--- src/rtl/lsu.sv ---
// Memory-access / write-back stage: forwards ALU results to the register file and runs
// one request/acknowledge data-memory transaction per load or store.
module lsu #(
   parameter int unsigned XLEN = 32
) (
   input  logic            clk_i,
   input  logic            rst_ni,
   input  logic            ex_valid_i,
   output logic            ex_ready_o,
   input  logic            ex_load_i,
   input  logic            ex_store_i,
   input  logic [2:0]      ex_funct3_i,
   input  logic [XLEN-1:0] ex_result_i,
   input  logic [XLEN-1:0] ex_wdata_i,
   input  logic [4:0]      ex_rd_i,
   output logic            mem_req_o,
   output logic            mem_we_o,
   output logic [XLEN-1:0] mem_addr_o,
   output logic [XLEN-1:0] mem_wdata_o,
   output logic [3:0]      mem_wstrb_o,
   input  logic            mem_ack_i,
   input  logic [XLEN-1:0] mem_rdata_i,
   output logic            regs_write_en_o,
   output logic [4:0]      regs_write_addr_o,
   output logic [XLEN-1:0] regs_in_o,
   output logic            pause_o,
   output logic            fault_o
);

   typedef enum logic [0:0] {StIdle, StWait} state_e;

   state_e            state_q, state_d;
   logic              mem_req_q, mem_req_d;
   logic              mem_we_q, mem_we_d;
   logic [XLEN-1:0]   mem_addr_q, mem_addr_d;
   logic [XLEN-1:0]   mem_wdata_q, mem_wdata_d;
   logic [3:0]        mem_wstrb_q, mem_wstrb_d;
   logic              wr_en_q, wr_en_d;
   logic [4:0]        wr_addr_q, wr_addr_d;
   logic [XLEN-1:0]   wr_data_q, wr_data_d;
   logic              fault_q, fault_d;
   logic [2:0]        f3_q, f3_d;
   logic [1:0]        off_q, off_d;
   logic [4:0]        rd_q, rd_d;

   logic              legal, aligned;
   logic [3:0]        st_wstrb;
   logic [XLEN-1:0]   st_wdata;
   logic [7:0]        ld_byte;
   logic [15:0]       ld_half;
   logic [XLEN-1:0]   ld_data;

   // Access legality and alignment of the op presented by ex
   always_comb begin
      legal = 1'b0;
      if (ex_load_i && !ex_store_i) begin
         legal = (ex_funct3_i inside {3'b000, 3'b001, 3'b010, 3'b100, 3'b101});
      end else if (ex_store_i && !ex_load_i) begin
         legal = (ex_funct3_i inside {3'b000, 3'b001, 3'b010});
      end
      unique case (ex_funct3_i[1:0])
         2'b01:   aligned = !ex_result_i[0];
         2'b10:   aligned = (ex_result_i[1:0] == 2'b00);
         default: aligned = 1'b1;
      endcase
   end

   always_comb begin
      unique case (ex_funct3_i[1:0])
         2'b00: begin
            st_wstrb = 4'b0001 << ex_result_i[1:0];
            st_wdata = {4{ex_wdata_i[7:0]}};
         end
         2'b01: begin
            st_wstrb = 4'b0011 << ex_result_i[1:0];
            st_wdata = {2{ex_wdata_i[15:0]}};
         end
         default: begin
            st_wstrb = 4'b1111;
            st_wdata = ex_wdata_i;
         end
      endcase
   end

   always_comb begin
      unique case (off_q)
         2'd0: ld_byte = mem_rdata_i[7:0];
         2'd1: ld_byte = mem_rdata_i[15:8];
         2'd2: ld_byte = mem_rdata_i[23:16];
         2'd3: ld_byte = mem_rdata_i[31:24];
      endcase
      ld_half = off_q[1] ? mem_rdata_i[31:16] : mem_rdata_i[15:0];
      unique case (f3_q)
         3'b000:  ld_data = {{24{ld_byte[7]}}, ld_byte};
         3'b001:  ld_data = {{16{ld_half[15]}}, ld_half};
         3'b100:  ld_data = {24'd0, ld_byte};
         3'b101:  ld_data = {16'd0, ld_half};
         default: ld_data = mem_rdata_i;
      endcase
   end

   always_comb begin
      state_d     = state_q;
      mem_req_d   = mem_req_q;
      mem_we_d    = mem_we_q;
      mem_addr_d  = mem_addr_q;
      mem_wdata_d = mem_wdata_q;
      mem_wstrb_d = mem_wstrb_q;
      wr_en_d     = 1'b0;
      wr_addr_d   = wr_addr_q;
      wr_data_d   = wr_data_q;
      fault_d     = 1'b0;
      f3_d        = f3_q;
      off_d       = off_q;
      rd_d        = rd_q;
      unique case (state_q)
         StIdle: begin
            if (ex_valid_i) begin
               if (!ex_load_i && !ex_store_i) begin
                  wr_en_d   = (ex_rd_i != 5'd0);
                  wr_addr_d = ex_rd_i;
                  wr_data_d = ex_result_i;
               end else if (legal && aligned) begin
                  state_d     = StWait;
                  mem_req_d   = 1'b1;
                  mem_we_d    = ex_store_i;
                  mem_addr_d  = {ex_result_i[XLEN-1:2], 2'b00};
                  mem_wdata_d = ex_store_i ? st_wdata : '0;
                  mem_wstrb_d = ex_store_i ? st_wstrb : 4'b0000;
                  f3_d        = ex_funct3_i;
                  off_d       = ex_result_i[1:0];
                  rd_d        = ex_rd_i;
               end else begin
                  fault_d = 1'b1;
               end
            end
         end
         StWait: begin
            if (mem_ack_i) begin
               state_d   = StIdle;
               mem_req_d = 1'b0;
               if (!mem_we_q) begin
                  wr_en_d   = (rd_q != 5'd0);
                  wr_addr_d = rd_q;
                  wr_data_d = ld_data;
               end
            end
         end
         default: state_d = StIdle;
      endcase
   end

   always_ff @(posedge clk_i or negedge rst_ni) begin
      if (!rst_ni) begin
         state_q     <= StIdle;
         mem_req_q   <= 1'b0;
         mem_we_q    <= 1'b0;
         mem_addr_q  <= '0;
         mem_wdata_q <= '0;
         mem_wstrb_q <= 4'b0000;
         wr_en_q     <= 1'b0;
         wr_addr_q   <= 5'd0;
         wr_data_q   <= '0;
         fault_q     <= 1'b0;
         f3_q        <= 3'd0;
         off_q       <= 2'd0;
         rd_q        <= 5'd0;
      end else begin
         state_q     <= state_d;
         mem_req_q   <= mem_req_d;
         mem_we_q    <= mem_we_d;
         mem_addr_q  <= mem_addr_d;
         mem_wdata_q <= mem_wdata_d;
         mem_wstrb_q <= mem_wstrb_d;
         wr_en_q     <= wr_en_d;
         wr_addr_q   <= wr_addr_d;
         wr_data_q   <= wr_data_d;
         fault_q     <= fault_d;
         f3_q        <= f3_d;
         off_q       <= off_d;
         rd_q        <= rd_d;
      end
   end

   assign ex_ready_o        = (state_q == StIdle);
   assign pause_o           = (state_q == StWait);
   assign mem_req_o         = mem_req_q;
   assign mem_we_o          = mem_we_q;
   assign mem_addr_o        = mem_addr_q;
   assign mem_wdata_o       = mem_wdata_q;
   assign mem_wstrb_o       = mem_wstrb_q;
   assign regs_write_en_o   = wr_en_q;
   assign regs_write_addr_o = wr_addr_q;
   assign regs_in_o         = wr_data_q;
   assign fault_o           = fault_q;

endmodule

--- config.mk ---
export PLATFORM = sky130hd
export DESIGN_NAME = lsu
export DESIGN_NICKNAME = d
export VERILOG_FILES = /design/src/rtl/lsu.sv
export SDC_FILE = /design/constraint.sdc
export NUM_CORES = 1
export LEC_CHECK = 0
export BUFFER_PORTS_ARGS = -buffer_cell sky130_fd_sc_hd__buf_2
export CORE_ASPECT_RATIO = 0.75
export CORE_UTILIZATION = 54
export DETAILED_ROUTE_END_ITERATION = 8
export PLACE_DENSITY = 0.91
export RECOVER_POWER = 25
export REMOVE_ABC_BUFFERS = 1
export SYNTH_ARGS = -nofsm -noshare
export SYNTH_HDL_FRONTEND = slang
export SYNTH_SLANG_ARGS = --single-unit
--- constraint.sdc ---
create_clock -name clk_i -period 3.08 [get_ports clk_i]
set_input_delay 0.616 -clock clk_i [delete_from_list [all_inputs] [get_ports clk_i]]
set_output_delay 0.616 -clock clk_i [all_outputs]
set_load 0.1 [all_outputs]
Word level (Yosys, flattened, before mapping)
Cells that the tools add are included.

storage, ports and cells
  flip-flop bits (word level) = 118
  input port bits = 110
  output and inout bits = 111
  logic and storage cells = 93

cells by class
  equality and inequality tests = 18
  shift operators = 2
  muxes and demuxes = 39
  bitwise gates (word level) = 2
  reductions and logical operators = 19

operators with widths
  cell                   count
  $mux W32               5
  $pmux W32 S2           2
  $pmux W32 S4           1
  $pmux W8 S4            1
  $mux W5                4
  $mux W1                18
  $mux W16               1
  $reduce_bool A5 Y1     3
  $eq A3 B3 Y1 const B   4
  $reduce_and A4 Y1      3
  $pmux W5 S2            1
  $ne A2 B2 Y1 const B   4
  $pmux W1 S2            4
  $pmux W4 S2            1
  $eq A2 B2 Y1 const B   3
  $eq A3 B1 Y1 const B   2
  $logic_not A2 Y1       3
  $logic_not A3 Y1       2
  $eq A2 B1 Y1 const B   2
  $logic_and A1 B1 Y1    4
  $mux W4                1
  $ne A2 B1 Y1 const B   2
  $shl A1 B2 Y4 const A  1
  $shl A2 B2 Y4 const A  1
  4 further kinds        7

Depth between registers and ports, before layout
Gate-level depths: netlist (run 1).

  depth after elaboration = 9
  gate-level depth with buffers = 10
  gate-level depth less buffers = 6

Worst setup path after synthesis (run 1)
OpenSTA, ideal clock, no wires.

  path type = in2reg
  from = in ex_funct3_i[1]
  to = reg mem_wdata_q[23], in the netlist mem_wdata_o[23]
  setup time = 0.126 ns
  arrival = 2.665 ns
  data required time = 2.954 ns
  slack = 0.289 ns
  stages on the path = 9
  buffers on the path = 4
  cells stage by stage = clkbuf_1 -> inv_1 -> ha_1 -> clkbuf_1 -> o311ai_1 -> a211o_1 -> buf_2 -> buf_2 -> mux2_2

on the way
  word-level cells in the longest chain between the ends = 6
  elaborated cells on any way between the ends = 17
  those cells by class = eq/ne: 6; mux: 5; reduce/logical: 6

ends and longest elaborated chain
  what                                  line    RTL
  start: declaration                    12      input logic [2:0] ex_funct3_i,
  $eq A3 B1 Y1 (tied with other cells)  57, 59
  $reduce_bool A3 Y1                    59      legal = (ex_funct3_i inside {3'b000, 3'b001, 3'b010});
  $mux W1                               58      end else if (ex_store_i && !ex_load_i) begin
  $mux W1                               56      if (ex_load_i && !ex_store_i) begin
  $logic_and A1 B1 Y1                   123     end else if (legal && aligned) begin
  $reduce_and A4 Y1 (no source line)    n/a
  end signal: assignment                173     mem_wdata_q <= mem_wdata_d;
  end: declaration                      36      logic [XLEN-1:0] mem_wdata_q, mem_wdata_d;

Parallel ways exist; a longest one is shown, timed or not.
A chain may end at the register's enable or synchronous reset.

Worst setup path in the final report (run 1)
  from = reg state_q, in the netlist pause_o
  to = out pause_o

RTL lines
  what                      line  RTL
  start: declaration        32    state_e state_q, state_d;
  start signal: assignment  155   state_q <= StIdle;
  start signal: assignment  169   state_q <= state_d;
  end: declaration          26    output logic pause_o,

No word-level cell between the ends.

==> flow_summary_export.csv, run 1 <==
group,metric,value,unit
outcome,status,"finished with violations",
outcome,violations,"capacitance limit, slew limit",
layout,layout-drive-gt1-share,45.70,%
die,chipHeight,92.83,um
critical_path,r2r_slack,0.72,ns
logic_synthesis,async_flop_share,100.0,%
sta,period_needed,2.580,ns
sta,rsz0062_at_grt,"false",
layout,nNetsFinal,881,
clocking,cts_sinks,118,
clocking,clk_path_buf_depth,2,
routing,vias,5281,
global_routing,grt_pass1_vias,5279,
layout,fin_util,73.68,%
clocking,root_buffer,"clkbuf_16",
routing,ant_nets,0,
clocking,cts_setup_buffers,0,
clocking,ctsResizeCount,0,
layout,multi_input_area,0.002759,sq mm
hold_path,hold_class,"input port to flip-flop",
logic_synthesis,synth_edf_count,0,
clocking,clk_pin_slew_worst_paths,0.05,ns
critical_path,path_max_fanout,30,
routing,wl_met2,8634,um
sta,worst_pin_slew,1.860,ns
routing,dr.pass1.iters,4,
critical_path,crit_required,2.46,ns
logic_synthesis,avgSynthCellArea,10.68,sq um
die,core_area,0.01049,sq mm
global_routing,grt_pass1_wl,26700,um
layout,antenna_cells,0,
global_routing,track_usage,31.15,%
sta,fin_crit_sh,83.77,%
global_routing,antenna_found_initial,0,
critical_path,crit_type,"flip-flop to output port",
flow_run,maxCapViolCount,1,
hold_path,min_to,"mem_addr_o[28]$_DFFE_PN0P_",
logic_synthesis,ys.flop_type,"dfrtp_1",
routing,first_iter_violations,326,
logic_synthesis,yosysUniqueCellTypes,45,
routing,met3_length,1066,um
critical_path,critPathMaxStageDelay,0.61,ns
hold_path,hold_start,"ex_result_i[28]",
die,ios,221,
sta,hold_violations,0,
logic_synthesis,synth_area_leaders,"dfrtp_1, mux2_2, mux2i_1, nor2_1, nand2_1",
logic_synthesis,yosysTopAreaCellShare,49.72,%
clocking,postCtsHoldBufs,0,
die,initial_core_util,56.62,%
clocking,clk_latency,0.41,ns
global_routing,overflow,0,
layout,syn_to_final_growth,30.12,%
place,dpl.hpwl,12330,um
clocking,numCtsBuffers,17,
die,die_w,123.1,um
logic_synthesis,yosys_warnings,0,
sta,slew_violations,74,
logic_synthesis,syn_area,0.005939,sq mm
sta,slew_headroom,-24.02,%
die,num_rows,32,
critical_path,endpoint_kind,"output port",
logic_synthesis,yosysSeqAreaShare,49.72,%
routing,drcViolationCount,0,
clocking,cts.htree.levels,4,
critical_path,r2r_start,"pause_o$_DFF_PN0_",
routing,routedWlPerCell,18.97,um
layout,design_area,0.007729,sq mm
layout,fillers,723,
routing,top_layer,"met4",
logic_synthesis,synth-seq-cells,118,
sta,fmax,387.6,MHz
layout,seq_area,0.002954,sq mm
routing,wirelength_met1,7165,um
sta,setup_violations,0,
global_routing,grt_max_degree,74,
sta,whs,0.4558,ns
logic_synthesis,syn_inst,556,
place,numPortBuffers,218,
critical_path,cp_slowest_cell,"dfrtp_2",
routing,totalWireLength,17350,um
critical_path,arrival,1.96,ns
critical_path,startpoint_type,"flip-flop",
clocking,cts_tree,"yes",
critical_path,crit_chain,"buf_4 -> buf_2",
critical_path,r2r_end,"regs_in_o[15]$_DFFE_PN0P_",
hold_path,min_path_cells,2,
sta,skew,0.007744,ns
place,routabilityCongestion,0.8580,
die,dieArea,0.01143,sq mm
logic_synthesis,yosysTopAreaCell,"dfrtp_1",
routing,vias_per_cell,5.772,
place,dpl_cell_area,0.007158,sq mm
critical_path,worst-r2r-cell-count,4,
## logic make-up after synthesis
group | count (synthesis) | share of synthesized area [%]
buffers and inverters | 58 | 4.276
muxes | 107 | 19.78
and+or+nand+nor | 170 | 12.85
other | 1 | 0.06314
DFF | 118 | 49.72
adders and majority gates | 4 | 0.8427
xor gates and xnor gates | 1 | 0.1475
AOI/OAI and AO/OA | 97 | 12.32
## worst max-delay path: cells and delay by family, from the launching register on
family / cells / cell delay (ns)
flip-flops: 1 / 0.61
buffers and inverters: 2 / 0.92
## routing by layer
metal  vias to the layer above  global-route usage, %
met2                       242                  50.84
met4                         0                  15.46
met3                        40                  6.958
met1                      2618                  38.95
met5                         -                      0
li1                       2381                      -
## cell usage after synthesis (2+ instances only)
| master | n |
|---|---|
| a211oi_1 | 13 |
| a211oi_2 | 11 |
| a21oi_1 | 9 |
| a221oi_1 | 8 |
| a22o_1 | 8 |
| a22oi_1 | 8 |
| and2_1 | 6 |
| buf_2 | 11 |
| buf_4 | 2 |
| buf_6 | 2 |
| clkbuf_1 | 26 |
| dfrtp_1 | 118 |
| ha_1 | 4 |
| inv_1 | 16 |
| mux2_2 | 73 |
| mux2i_1 | 33 |
| nand2_1 | 41 |
| nand2b_1 | 2 |
| nand3b_1 | 2 |
| nor2_1 | 70 |
| nor2b_1 | 11 |
| nor3_1 | 24 |
| o21ai_0 | 20 |
| o22ai_1 | 9 |
| or2_2 | 8 |
| or4_1 | 2 |
## layout make-up
cell class	instances	share of cell area, %
flip-flops and latches	118	38.22
multi-input cells	381	35.70
repair buffers	232	15.49
clock buffers	22	6.265
well taps	136	2.202
clock inverters	9	1.295
inverters	17	0.8256
## registers in the layout, indices dropped and copies added, names as in the netlist, 2 cells and up
signal / count
f3_q: 3
off_q: 2
rd_q: 5
mem_wdata_o: 32
regs_write_addr_o: 5
mem_wstrb_o: 4
regs_in_o: 32
mem_addr_o: 30
## per-stage QoR
step / setup WS [ns] / instances / TNS, ns
6_report: 0.4998 / 915 / 0
3_5_place_dp: 0.1985 / 884 / 0
2_1_floorplan: -1.295 / 516 / -124.49
4_1_cts: 0.5019 / 915 / 0
3_3_place_gp: 0.3262 / 884 / 0
5_1_grt: 0.4358 / 915 / 0
## placed cells by master, fill, tap and decap left out, types with 5 or more instances in the layout
cell type / n
a221oi_1: 8
buf_2: 217
buf_4: 10
a211oi_1: 13
clkinv_2: 5
dfrtp_1: 117
nand2_1: 41
inv_1: 16
mux2i_1: 33
o22ai_1: 9
nor3_1: 24
mux2_2: 73
or2_2: 8
nor2_1: 70
o21ai_0: 20
clkbuf_16: 17
a22o_1: 8
a22oi_1: 8
nor2b_1: 11
a21oi_1: 9
a211oi_2: 11
and2_1: 6
## worst max path at each step
| stage | start | to | slack [ns] | depth (start not counted) |
|---|---|---|---|---|
| floorplan | pause_o$_DFF_PN0_ | regs_in_o[10]$_DFFE_PN0P_ | -1.30 | 3 |
| global placement | ex_funct3_i[1] | mem_addr_o[24]$_DFFE_PN0P_ | 0.33 | 7 |
| detailed placement | ex_funct3_i[1] | mem_addr_o[22]$_DFFE_PN0P_ | 0.20 | 7 |
| CTS | pause_o$_DFF_PN0_ | pause_o | 0.50 | 2 |
| global route | ex_funct3_i[1] | mem_addr_o[16]$_DFFE_PN0P_ | 0.44 | 7 |
| finish | pause_o$_DFF_PN0_ | pause_o | 0.50 | 2 |
Power of run 1 is not shown: default switching activity piles up to over one toggle a cycle in this logic, so the estimate is an artifact.
==> run 2, diff against run 1 <==
--- a/config.mk
+++ b/config.mk
@@ -5,11 +5,12 @@
 export SDC_FILE = /design/constraint.sdc
 export NUM_CORES = 1
 export LEC_CHECK = 0
+export ABC_AREA = 1
 export BUFFER_PORTS_ARGS = -buffer_cell sky130_fd_sc_hd__buf_2
 export CORE_ASPECT_RATIO = 0.75
-export CORE_UTILIZATION = 54
+export CORE_UTILIZATION = 50
 export DETAILED_ROUTE_END_ITERATION = 8
-export PLACE_DENSITY = 0.91
+export PLACE_DENSITY = 0.85
 export RECOVER_POWER = 25
 export REMOVE_ABC_BUFFERS = 1
 export SYNTH_ARGS = -nofsm -noshare
==> constraint.sdc (replaced) <==
create_clock -name clk_i -period 2.5 [get_ports clk_i]
set_input_delay 0.5 -clock clk_i [delete_from_list [all_inputs] [get_ports clk_i]]
set_output_delay 0.5 -clock clk_i [all_outputs]
set_load 0.1 [all_outputs]
==> run 2 against run 1 <==
Net effect: the run still ends with capacitance limit, slew limit left; count of clock-buffer cells in the layout shrank 2; sequential cell count is the same; clock skew down 0.0018 ns; global-route usage shrank 0.91 points; utilization shrank 6.2 points; register-to-register slack got worse by 0.29 ns.
==> flow_summary_export.csv, run 2 <==
group,metric,value,unit
die,dieArea,0.01274,sq mm
clocking,cts_tree,"yes",
routing,routedWlPerCell,15.13,um
critical_path,path_max_fanout,16,
sta,timing.setup.tns,0,ns
power_and_ir_drop,pwr-share-comb,53.4,%
sta,fin_crit_sh,83.72,%
layout,nNetsFinal,1172,
routing,totalWireLength,18640,um
clocking,clk_path_buf_depth,2,
critical_path,setup.worst_path.end,"pause_o",
layout,layout_commonest_cell,"nand2_1",
clocking,postCtsHoldBufs,0,
outcome,violations,"capacitance limit, slew limit",
routing,vias,6527,
die,core_area,0.01178,sq mm
global_routing,grt_pass1_vias,5951,
critical_path,startpoint_type,"flip-flop",
logic_synthesis,yosysSeqAreaShare,48.07,%
layout,design_area,0.007954,sq mm
layout,syn_to_final_growth,29.47,%
global_routing,grt_max_degree,62,
critical_path,r2r_start,"off_q[1]$_DFFE_PN0P_",
logic_synthesis,yosysUniqueCellTypes,25,
logic_synthesis,ys_top_cells_by_count,"nand2_1, dfrtp_1, nand3_1, nor2_1, a21oi_1",
logic_synthesis,synth_area_leaders,"dfrtp_1, nand2_1, nand3_1, a21oi_1, nor2_1",
sta,period_needed,2.093,ns
critical_path,critPathMaxStageDelay,0.47,ns
die,initial_core_util,52.13,%
critical_path,crit_path_start,"pause_o$_DFF_PN0_",
critical_path,crit_chain,"buf_4 -> buf_2",
logic_synthesis,synth_edf_count,0,
layout,layout-drive-gt1-share,25.79,%
logic_synthesis,synth-seq-cells,118,
critical_path,cp.depth,2,
critical_path,cp_slowest_cell,"buf_2",
critical_path,crit_type,"flip-flop to output port",
sta,skew,0.005954,ns
routing,dr.pass1.iters,6,
power_and_ir_drop,intPower,4.802,mW
sta,whs,0.3037,ns
routing,ant_nets,0,
place,dpl.hpwl,13180,um
global_routing,track_usage,30.25,%
critical_path,r2r_end,"regs_in_o[19]$_DFFE_PN0P_",
logic_synthesis,yosysTopAreaCell,"dfrtp_1",
power_and_ir_drop,totalPowerFinal,11.04,mW
sta,slew_violations,30,
logic_synthesis,post-synth-top-count-cell,"nand2_1",
logic_synthesis,synthSimpleGateAreaFrac,35.95,%
critical_path,crit_family,"buffers and inverters",
place,numPortBuffers,218,
clocking,clk_latency,0.40,ns
hold_path,hold_start,"mem_ack_i",
clocking,clk_pin_slew_worst_paths,0.05,ns
power_and_ir_drop,p_sw_share,56.50,%
logic_synthesis,ys.flop_type,"dfrtp_1",
critical_path,arrival,1.59,ns
logic_synthesis,yosys_warnings,0,
layout,fin_util,67.50,%
sta,worst_pin_slew,1.791,ns
logic_synthesis,yosysTopAreaCellShare,48.07,%
layout,layout_common_cells,"nand2_1, buf_2, dfrtp_1",
die,die_w,130.0,um
clocking,ctsResizeCount,0,
power_and_ir_drop,seqPwrFrac,25.9,%
logic_synthesis,avgSynthCellArea,7.160,sq um
clocking,numCtsBuffers,17,
power_and_ir_drop,clockPowerShare,20.7,%
logic_synthesis,async_flop_share,100.0,%
global_routing,grt_pass1_wl,29730,um
sta,hold_violations,0,
hold_path,hold_class,"input port to flip-flop",
critical_path,worst-r2r-cell-count,7,
critical_path,endpoint_kind,"output port",
critical_path,crit_required,2.00,ns
clocking,root_buffer,"clkbuf_16",
place,routabilityCongestion,0.9437,
critical_path,crit_buf_inv,2,
flow_run,maxCapViolCount,1,
logic_synthesis,synthMuxAreaShare,0,%
logic_synthesis,synth_top_family_by_area,"simple AND/OR/NAND/NOR gates",
routing,first_iter_violations,527,
logic_synthesis,syn_area,0.006143,sq mm
hold_path,min_path_cells,2,
die,num_rows,34,
layout,antenna_cells,0,
die,ios,221,
power_and_ir_drop,ir_worst_vdd,0.001057,V
power_and_ir_drop,power.leakage,4.412,nW
power_and_ir_drop,switchingPower,6.238,mW
sta,fmax,477.8,MHz
die,chipHeight,98.00,um
clocking,cts.htree.levels,4,
clocking,cts_setup_buffers,0,
sta,rsz0062_at_grt,"false",
global_routing,overflow,0,
power_and_ir_drop,power.density,1388,mW/mm^2
clocking,cts_sinks,118,
logic_synthesis,syn_inst,858,
outcome,status,"finished with violations",
place,dpl_cell_area,0.007413,sq mm
routing,drcViolationCount,0,
sta,setup_violations,0,
logic_synthesis,synth-xor-area-share,0,%
critical_path,r2r_slack,0.43,ns
routing,vias_per_cell,5.298,
logic_synthesis,synth_adder_area_share,0.8147,%
sta,slew_headroom,-19.37,%
global_routing,antenna_found_initial,0,
logic_synthesis,synth_compound_area_share,9.206,%
## run 2: kinds of logic after synthesis
kind of cell    count (synthesis)
other cells                     1
flops                         118
simple gates                  535
buf+inv                        90
fa+ha+maj                       4
compound gates                110
## run 2: worst register-to-register path, cell delays in order, from the launching register on
cell	delay [ns]
dfrtp_1	0.56
inv_1	0.23
nand2_1	0.10
nand2_1	0.08
nand4_1	0.53
nand3_1	0.37
nand2_1	0.07
nand2_1	0.07
## run 2: area by class of cell
type / instances / area (sq um)
Clock inverter: 11 / 110.1
Inverter: 28 / 105.1
Tap cell: 162 / 202.7
Sequential cell: 118 / 2953
Clock buffer: 20 / 436.7
Multi-Input combinational cell: 651 / 2839
Fill cell: 1025 / 3830
Timing Repair Buffer: 242 / 1308
## run 2: metrics by stage
step / worst slack (ns) / cells
3_3_place_gp: 0.4135 / 1201
5_1_grt: 0.2721 / 1232
6_report: 0.4071 / 1232
2_1_floorplan: -2.000 / 797
4_1_cts: 0.3948 / 1232
3_5_place_dp: 0.3294 / 1201
## run 2: worst min-delay path by stage
stage                                  endpoint  slack (ns)
CTS                 mem_wdata_o[24]$_DFFE_PN0P_        0.03
global placement      mem_addr_o[9]$_DFFE_PN0P_        0.45
floorplan                   f3_q[0]$_DFFE_PN0P_        0.20
finish                        pause_o$_DFF_PN0_        0.30
detailed placement    mem_addr_o[6]$_DFFE_PN0P_        0.45
global route                  pause_o$_DFF_PN0_        0.30
## run 2: metal layers
layer  vias up  global-route usage (%)  share of wire [%]
met5         -                       0                  0
met4         0                   10.91                2.2
met3        43                   5.918                7.8
met2       341                   44.55                 44
met1      2986                   44.19                 46
li1       3157                       -                  -
## run 2: power groups by stage
| stage | clock network, mW | registers, mW | logic, mW |
|---|---|---|---|
| after floorplan | 0 | 6.61 | 0.994 |
| after global placement | 0 | 2.85 | 5.83 |
| after detailed placement | 0 | 2.86 | 5.89 |
| after CTS | 2.31 | 2.85 | 5.90 |
| after global routing | 2.43 | 2.92 | 6.17 |
| final | 2.29 | 2.86 | 5.90 |
Note: power is estimated with default switching activity, not from simulation.
